--- src/rtl/pc_gen_btb.sv ---
// Fetch-stage next-PC generator with stall, trap/redirect priority and a direct-mapped BTB.
// pc is registered (1-cycle redirect latency); stall holds pc, but trap/redirect and BTB training still act.
module pc_gen_btb #(
    parameter int              XLEN        = 32,
    parameter logic [XLEN-1:0] RESET_PC    = '0,
    parameter int              BTB_ENTRIES = 8
) (
    input  logic            clk,
    input  logic            rstn,
    input  logic            stall,
    input  logic            redirect_valid,
    input  logic [XLEN-1:0] redirect_target,
    input  logic            trap_valid,
    input  logic [XLEN-1:0] trap_target,
    input  logic            upd_valid,
    input  logic [XLEN-1:0] upd_pc,
    input  logic            upd_taken,
    input  logic [XLEN-1:0] upd_target,
    output logic [XLEN-1:0] pc,
    output logic            pred_hit,
    output logic [XLEN-1:0] pred_target,
    output logic [XLEN-1:0] pc_plus4
);
    localparam int IDX_W = $clog2(BTB_ENTRIES);
    localparam int TAG_W = XLEN - 2 - IDX_W;

    logic [XLEN-1:0]        pc_q, pc_d;
    logic [BTB_ENTRIES-1:0] valid_q, valid_d;
    logic [TAG_W-1:0]       tag_q [BTB_ENTRIES];
    logic [TAG_W-1:0]       tag_d [BTB_ENTRIES];
    logic [XLEN-3:0]        tgt_q [BTB_ENTRIES];
    logic [XLEN-3:0]        tgt_d [BTB_ENTRIES];

    logic [IDX_W-1:0] lk_idx, up_idx;
    logic [TAG_W-1:0] lk_tag, up_tag;
    logic             unused_bits;

    assign lk_idx      = pc_q[IDX_W+1:2];
    assign lk_tag      = pc_q[XLEN-1:IDX_W+2];
    assign up_idx      = upd_pc[IDX_W+1:2];
    assign up_tag      = upd_pc[XLEN-1:IDX_W+2];
    assign unused_bits = ^{upd_pc[1:0], upd_target[1:0]};

    // Lookup reads pre-edge contents, so a same-cycle update is seen only from the next cycle.
    assign pred_hit    = valid_q[lk_idx] && (tag_q[lk_idx] == lk_tag);
    assign pred_target = pred_hit ? {tgt_q[lk_idx], 2'b00} : '0;
    assign pc_plus4    = pc_q + XLEN'(4);
    assign pc          = pc_q;

    always_comb begin
        pc_d = pc_plus4;
        if (trap_valid) begin
            pc_d = trap_target;
        end else if (redirect_valid) begin
            pc_d = redirect_target;
        end else if (stall) begin
            pc_d = pc_q;
        end else if (pred_hit) begin
            pc_d = pred_target;
        end
    end

    always_comb begin
        valid_d = valid_q;
        tag_d   = tag_q;
        tgt_d   = tgt_q;
        if (upd_valid) begin
            if (upd_taken) begin
                valid_d[up_idx] = 1'b1;
                tag_d[up_idx]   = up_tag;
                tgt_d[up_idx]   = upd_target[XLEN-1:2];
            end else if (valid_q[up_idx] && (tag_q[up_idx] == up_tag)) begin
                valid_d[up_idx] = 1'b0;
            end
        end
    end

    always_ff @(posedge clk or negedge rstn) begin
        if (!rstn) begin
            pc_q    <= RESET_PC;
            valid_q <= '0;
        end else begin
            pc_q    <= pc_d;
            valid_q <= valid_d;
        end
    end

    // Tag/target storage is qualified by valid_q, so it needs no reset.
    always_ff @(posedge clk) begin
        tag_q <= tag_d;
        tgt_q <= tgt_d;
    end

endmodule

--- config.mk ---
export PLATFORM = sky130hd
export DESIGN_NAME = pc_gen_btb
export DESIGN_NICKNAME = d
export VERILOG_FILES = /design/src/rtl/pc_gen_btb.sv
export SDC_FILE = /design/constraint.sdc
export NUM_CORES = 1
export LEC_CHECK = 0
export BUFFER_PORTS_ARGS = -buffer_cell sky130_fd_sc_hd__buf_2
export CAP_MARGIN = 20
export CORE_ASPECT_RATIO = 0.6
export CORE_MARGIN = 10
export CORE_UTILIZATION = 27
export DETAILED_ROUTE_END_ITERATION = 8
export PLACE_DENSITY_LB_ADDON = 0.12
export SETUP_SLACK_MARGIN = 0.5
export SLEW_MARGIN = 20
export SYNTH_ARGS = -nofsm -noshare
export SYNTH_HDL_FRONTEND = slang
export SYNTH_SLANG_ARGS = --single-unit
--- constraint.sdc ---
create_clock -name clk -period 2.7 [get_ports clk]
set_input_delay 0.27 -clock clk [delete_from_list [all_inputs] [get_ports clk]]
set_output_delay 0.27 -clock clk [all_outputs]
set_load 0.03 [all_outputs]
### Word level (Yosys, flattened, before mapping)

Index checks and enable logic that the tools add are counted.

| word-level totals | value |
|---|---|
| word-level logic and storage cells | 68 |
| bits in registers | 496 |
| bits of input ports | 135 |

| operators by class | value |
|---|---|
| eq/ne operators | 3 |
| reduce and logical (&&, ||, !) cells | 7 |
| magnitude comparators | 6 |
| add/sub/neg operators | 1 |
| bitwise gates (word level) | 5 |
| muxes and demuxes | 28 |

Operators by type and width:

| kind | number |
|---|---|
| $bwmux W240 | 1 |
| $bwmux W216 | 1 |
| $bmux W27 S3 | 2 |
| $mux W32 | 5 |
| $mux W27 | 5 |
| $bmux W30 S3 | 1 |
| $demux W30 S3 | 1 |
| $mux W30 | 3 |
| $demux W27 S3 | 1 |
| $eq A27 B27 Y1 | 2 |
| $add A32 B3 Y32 const B | 1 |
| $mux W8 | 2 |
| $and A8 B8 Y8 | 1 |
| $ge A4 B4 Y1 const B | 2 |
| $lt A3 B4 Y1 const B | 2 |
| $not A3 Y4 | 2 |
| $not A8 Y8 | 1 |
| $or A8 B8 Y8 | 1 |
| $bmux W1 S3 | 2 |
| $logic_and A1 B1 Y1 | 4 |
| $lt A4 B1 Y1 const B | 1 |
| $reduce_and A2 Y1 | 2 |
| $demux W1 S3 | 1 |
| $ge A3 B1 Y1 const B | 1 |
| 3 further kinds | 5 |

### Longest topological paths before layout

| logic depth | value |
|---|---|
| depth after elaboration | 11 |
| gate-level depth with buffers | 13 |
| depth with buffers taken out | 9 |

### Worst setup path after synthesis

No wires, ideal clock.

| timing path | value |
|---|---|
| path type | input -> register |
| start point | input port upd_pc[3] |
| end point | register tag_q[27] in the netlist's numbering, enable pin |
| arrival time | 3621 ps |
| cell stages on the path | 5 |
| required time | 2228 ps |
| path slack | -1393 ps |
| path buffers | 3 |
| setup time | 472 ps |
| path through | clkbuf_1 clkbuf_1 buf_1 nand3_1 nor2_1 |

RTL lines:

| item | RTL line | source |
|---|---|---|
| from (decl) | 16 | `input logic [XLEN-1:0] upd_pc,` |
| to (signal assigned) | 90 | `tag_q <= tag_d;` |
| to (decl) | 29 | `logic [TAG_W-1:0] tag_q [BTB_ENTRIES];` |

### Final worst setup path

| timing path | value |
|---|---|
| start point | register pc_q[2] (netlist: pc[2]) |
| end point | output port pred_target[30] |

| on the way | value |
|---|---|
| word-level cells in the longest chain between the ends | 7 |
| elaborated cells between the ends (all ways) | 12 |

RTL lines:

| item | RTL line | source |
|---|---|---|
| from (decl) | 27 | `logic [XLEN-1:0] pc_q, pc_d;` |
| from (signal assigned) | 83 | `pc_q <= pc_d;` |
| $not A3 Y4 (not written as such) | 45, 46 |  |
| $bmux W27 S3 | 45 | `assign pred_hit = valid_q[lk_idx] && (tag_q[lk_idx] == lk_tag);` |
| $mux W27 (not written as such) (2 in series) | 45 |  |
| $eq A27 B27 Y1 | 45 |  |
| $logic_and A1 B1 Y1 | 45 |  |
| $mux W32 (*) | 46 | `assign pred_target = pred_hit ? {tgt_q[lk_idx], 2'b00} : '0;` |
| to (decl) | 21 | `output logic [XLEN-1:0] pred_target,` |

Every way passes the cells marked *; elsewhere a longest branch is shown, timed or not. The select of a mux whose other input is x is not followed.

==> results.md <==
- Worst Path Max Fanout: 10
- Setup CP Type: reg -> out
- Fraction of layout cells with a size suffix above 1: 44.0%
- Peak supply drop: 434 uV
- I/O Buffers: 225
- Clock skew: 0.0222 ns
- Die Wd: 392 microns
- DR WL/cell: 27.5 microns
- Initial core utilization: 27.4%
- CTS max path bufs: 3
- Area of the mapped netlist: 22400 sq um
- Slew Viols, Final: 0
- CP Capture Type: output port
- Post-route DRC: 0
- Seq/Total Area, Yosys: 65.6%
- Largest family of logic cells by synthesized area: multiplexers
- Antenna violations before repair: 2
- Synth unique cells: 56
- Final hold violations: 0
- P_leak: 11.6 nW
- Final Setup Violations: 92
- Req. time, crit path: 2.43 ns
- Final HPWL DP: 61.5 mm
- Nets: 2227
- Largest net degree at the start of global routing: 43
- Synthesized-area fraction occupied by xor and xnor cells: 2.62%
- Row count: 81
- Adder-Cell Fraction of Synth Area: 0.0559%
- Simple-Gate Fraction of Synth Area: 6.25%
- CTS sink cnt: 496
- Hold path depth: 5
- Internal cell power: 0.0139 W
- Post-route insts no fill: 3208
- Reg2reg start: pc[2]$_DFFE_PN0P_
- Post-route setup slack: -1.24 ns
- CP Launch Point: pc[2]$_DFFE_PN0P_
- Vias post-DR: 16262
- Sequential power share: 45.7%
- Dominant synthesized flop cell: edfxtp_1
- Status: complete, but fails checks
- Crit path to: pred_target[30]
- Pre-CTS WS: -1.08 ns
- RSZ-0062 raised after global routing: yes
- Vias/cell: 5.07
- Violated checks: setup timing
- Sw power: 0.00536 W
- Clk root buf: clkbuf_16
- Slew margin rel.: 30.6%
- Core region area: 81800 sq um
- Gp weighted congestion: 0.859
- Setup slack, reg-to-reg: -0.83 ns
- Worst Setup Start Kind: flop
- Post-DRT Antenna Nets: 0
- First-pass GRT wire length: 124 mm
- H-tree Lvls: 2
- Die height: 243 microns
- Placed cells: 2974
- Worst flop-to-flop path endpoint: pc[3]$_DFFE_PN0P_
- Clock Power Share: 33.5%
- Yosys warns: 0
- Area grow syn2layout: 42.9%
- Yosys reg bits: 496
- Worst EP arrival: 3.67 ns
- Total gr overflow: 0
- Clock transition at path regs: 0.07 ns
- GRT Util Overall: 17.8%
- Power density cells: 601 nW/um^2
- CTS Buf Count: 48
- # IOs: 232
- Comb pwr share: 20.8%
- Routed WL: 88.2 mm
- R2R depth: 15
- Pin slew with the least headroom to its limit: 1.04 ns
- Final Power: 0.0192 W
- Post-synthesis mux area share: 14.2%
- Sw Ratio: 27.9%
- Syn_area_per_cell: 15.2 sq um
- TritonRoute pass-1 iters: 5
- Initial DRC count: 1412
- CTS tree: built
- EDFF count, synth: 456
- Final period util: 146%
- Vias in the first global route: 16603
- Die area: 95200 sq um
- Post-synthesis cell count: 1474
- Max Cap Violations: 0
- Post-synthesis compound-gate area fraction: 8.91%
- Max Fclk: 0.254 GHz
- TNS Setup: -71.11 ns
- Worst skew pair latency: 0.60 ns
- HP Class: in -> reg
- Final min period: 3.94 ns
- Synth async-reset ratio: 8.06%
-- stage by stage --
| stage | util, % | hold slack (ns) | cell area, sq um |
|---|---|---|---|
| 5_1_grt | 39.1 | 0.0137 | 32000 |
| 3_3_place_gp | 34.0 | 0.492 | 27800 |
| 2_1_floorplan | - | -0.0256 | 23400 |
| 3_5_place_dp | 34.0 | 0.489 | 27800 |
| 4_1_cts | 38.4 | 0.000316 | 31400 |
| 6_report | 39.1 | 0.0351 | 32000 |
-- cells by family after synthesis --
family | after synthesis
flops | 496
compound gates | 314
simple gates | 282
mux | 194
buf+inv | 119
xor+xnor | 67
fa+ha+maj | 1
other cells | 1
-- routing by layer --
layer,wire length (microns),track usage [%],up-vias
li1,-,-,7131
met1,41400,26.0,8499
met2,38800,26.9,547
met3,6780,4.56,85
met4,1130,2.61,0
met5,0,0,-
-- worst min path at each step --
stage	to	from
6_report	pc[9]$_DFFE_PN0P_	redirect_target[9]
5_1_grt	pc[8]$_DFFE_PN0P_	redirect_target[8]
4_1_cts	tag_q[117]$_DFFE_PP_	upd_pc[14]
2_1_floorplan	async pin	rstn
3_5_place_dp	pc[1]$_DFFE_PN0P_	rstn
3_3_place_gp	pc[1]$_DFFE_PN0P_	rstn
-- worst max-delay path, stage by stage (launching register included) --
cell and delay, ns:
dfrtp_4 0.50, buf_4 0.18, mux4_2 0.52, mux2i_2 0.21, xor2_1 0.25, o2111ai_1 0.16, nor4_1 0.29, buf_4 0.22
nand4_4 0.11, buf_12 0.18, buf_16 0.17, nor2_4 0.12, buf_6 0.15
-- layout by cell type, fill, tap and decap left out, types with 8 or more instances in the layout --
cell type,instances
xnor2_2,9
clkinv_1,13
nor2_4,43
clkinv_2,12
o21ai_2,13
dlygate4sd3_1,84
clkbuf_16,51
mux2_2,8
buf_4,281
buf_6,94
nand2_1,51
mux4_2,98
o211ai_1,11
a21oi_1,77
o21ai_1,27
nand4_1,14
a22oi_1,78
xnor2_4,19
o21ai_0,28
nand3_1,17
inv_1,11
and3_1,17
xor2_1,10
a21oi_2,16
nor2_1,55
buf_12,35
a221oi_1,15
edfxtp_1,456
dfrtp_1,35
mux2i_1,83
xnor2_1,25
buf_16,8
buf_2,163
-- Yosys cell counts (5+ instances only) --
library cell / n / share of area, %
a21o_1: 5 / 0.17
a21oi_1: 95 / 2.1
a221oi_1: 16 / 0.63
a22o_1: 7 / 0.27
a22oi_1: 80 / 2.7
and3_1: 20 / 0.56
and4_1: 8 / 0.31
buf_1: 17 / 0.29
buf_2: 12 / 0.27
buf_4: 12 / 0.40
clkbuf_1: 65 / 1.1
dfrtp_1: 40 / 4.5
edfxtp_1: 456 / 61
inv_1: 12 / 0.20
mux2_2: 8 / 0.40
mux2i_1: 88 / 3.9
mux4_2: 98 / 9.9
nand2_1: 62 / 1.0
nand2b_1: 5 / 0.14
nand3_1: 30 / 0.67
nand4_1: 14 / 0.39
nor2_1: 99 / 1.7
nor2b_1: 7 / 0.20
nor3_1: 8 / 0.18
o211ai_1: 11 / 0.37
o21ai_0: 42 / 0.94
o21ai_1: 27 / 0.60
xnor2_1: 53 / 2.1
xor2_1: 14 / 0.55
-- final cells by class --
class                           count  area [sq um]
Tap cell                         1079          1350
Timing Repair Buffer              673          5900
Clock buffer                       54          1220
Antenna cell                        2          5.00
Clock inverter                     32           233
Sequential cell                   496         14700
Inverter                           12          45.0
Fill cell                        7598         49800
Multi-Input combinational cell    860          8530
-- state kept, by name, summed over array words and instances (netlist names), named ones only --
register,cells
tgt_q,240
pc,32
tag_q,216
-- power by group through the flow --
| stage | combinational [W] | sequential [W] | clock (W) |
|---|---|---|---|
| after CTS | 0.00390 | 0.00878 | 0.00667 |
| after global placement | 0.00346 | 0.00895 | 0 |
| after floorplan | 0.00174 | 0.00901 | 0 |
| after detailed placement | 0.00345 | 0.00895 | 0 |
| after global routing | 0.00423 | 0.00880 | 0.00699 |
| final | 0.00400 | 0.00879 | 0.00646 |
-- repair_timing --
| action | CTS | global route |
|---|---|---|
| hold endpoints to repair | 490 | 0 |
| pin swaps | 50 | 47 |
| setup buffers | 29 | 26 |
| cloned | 3 | 4 |
| hold buffers | 84 | 0 |
| endpoints found under the setup margin | 102 | 102 |
| resized for setup | 240 | 71 |
Note: power is estimated with default switching activity, not from simulation.
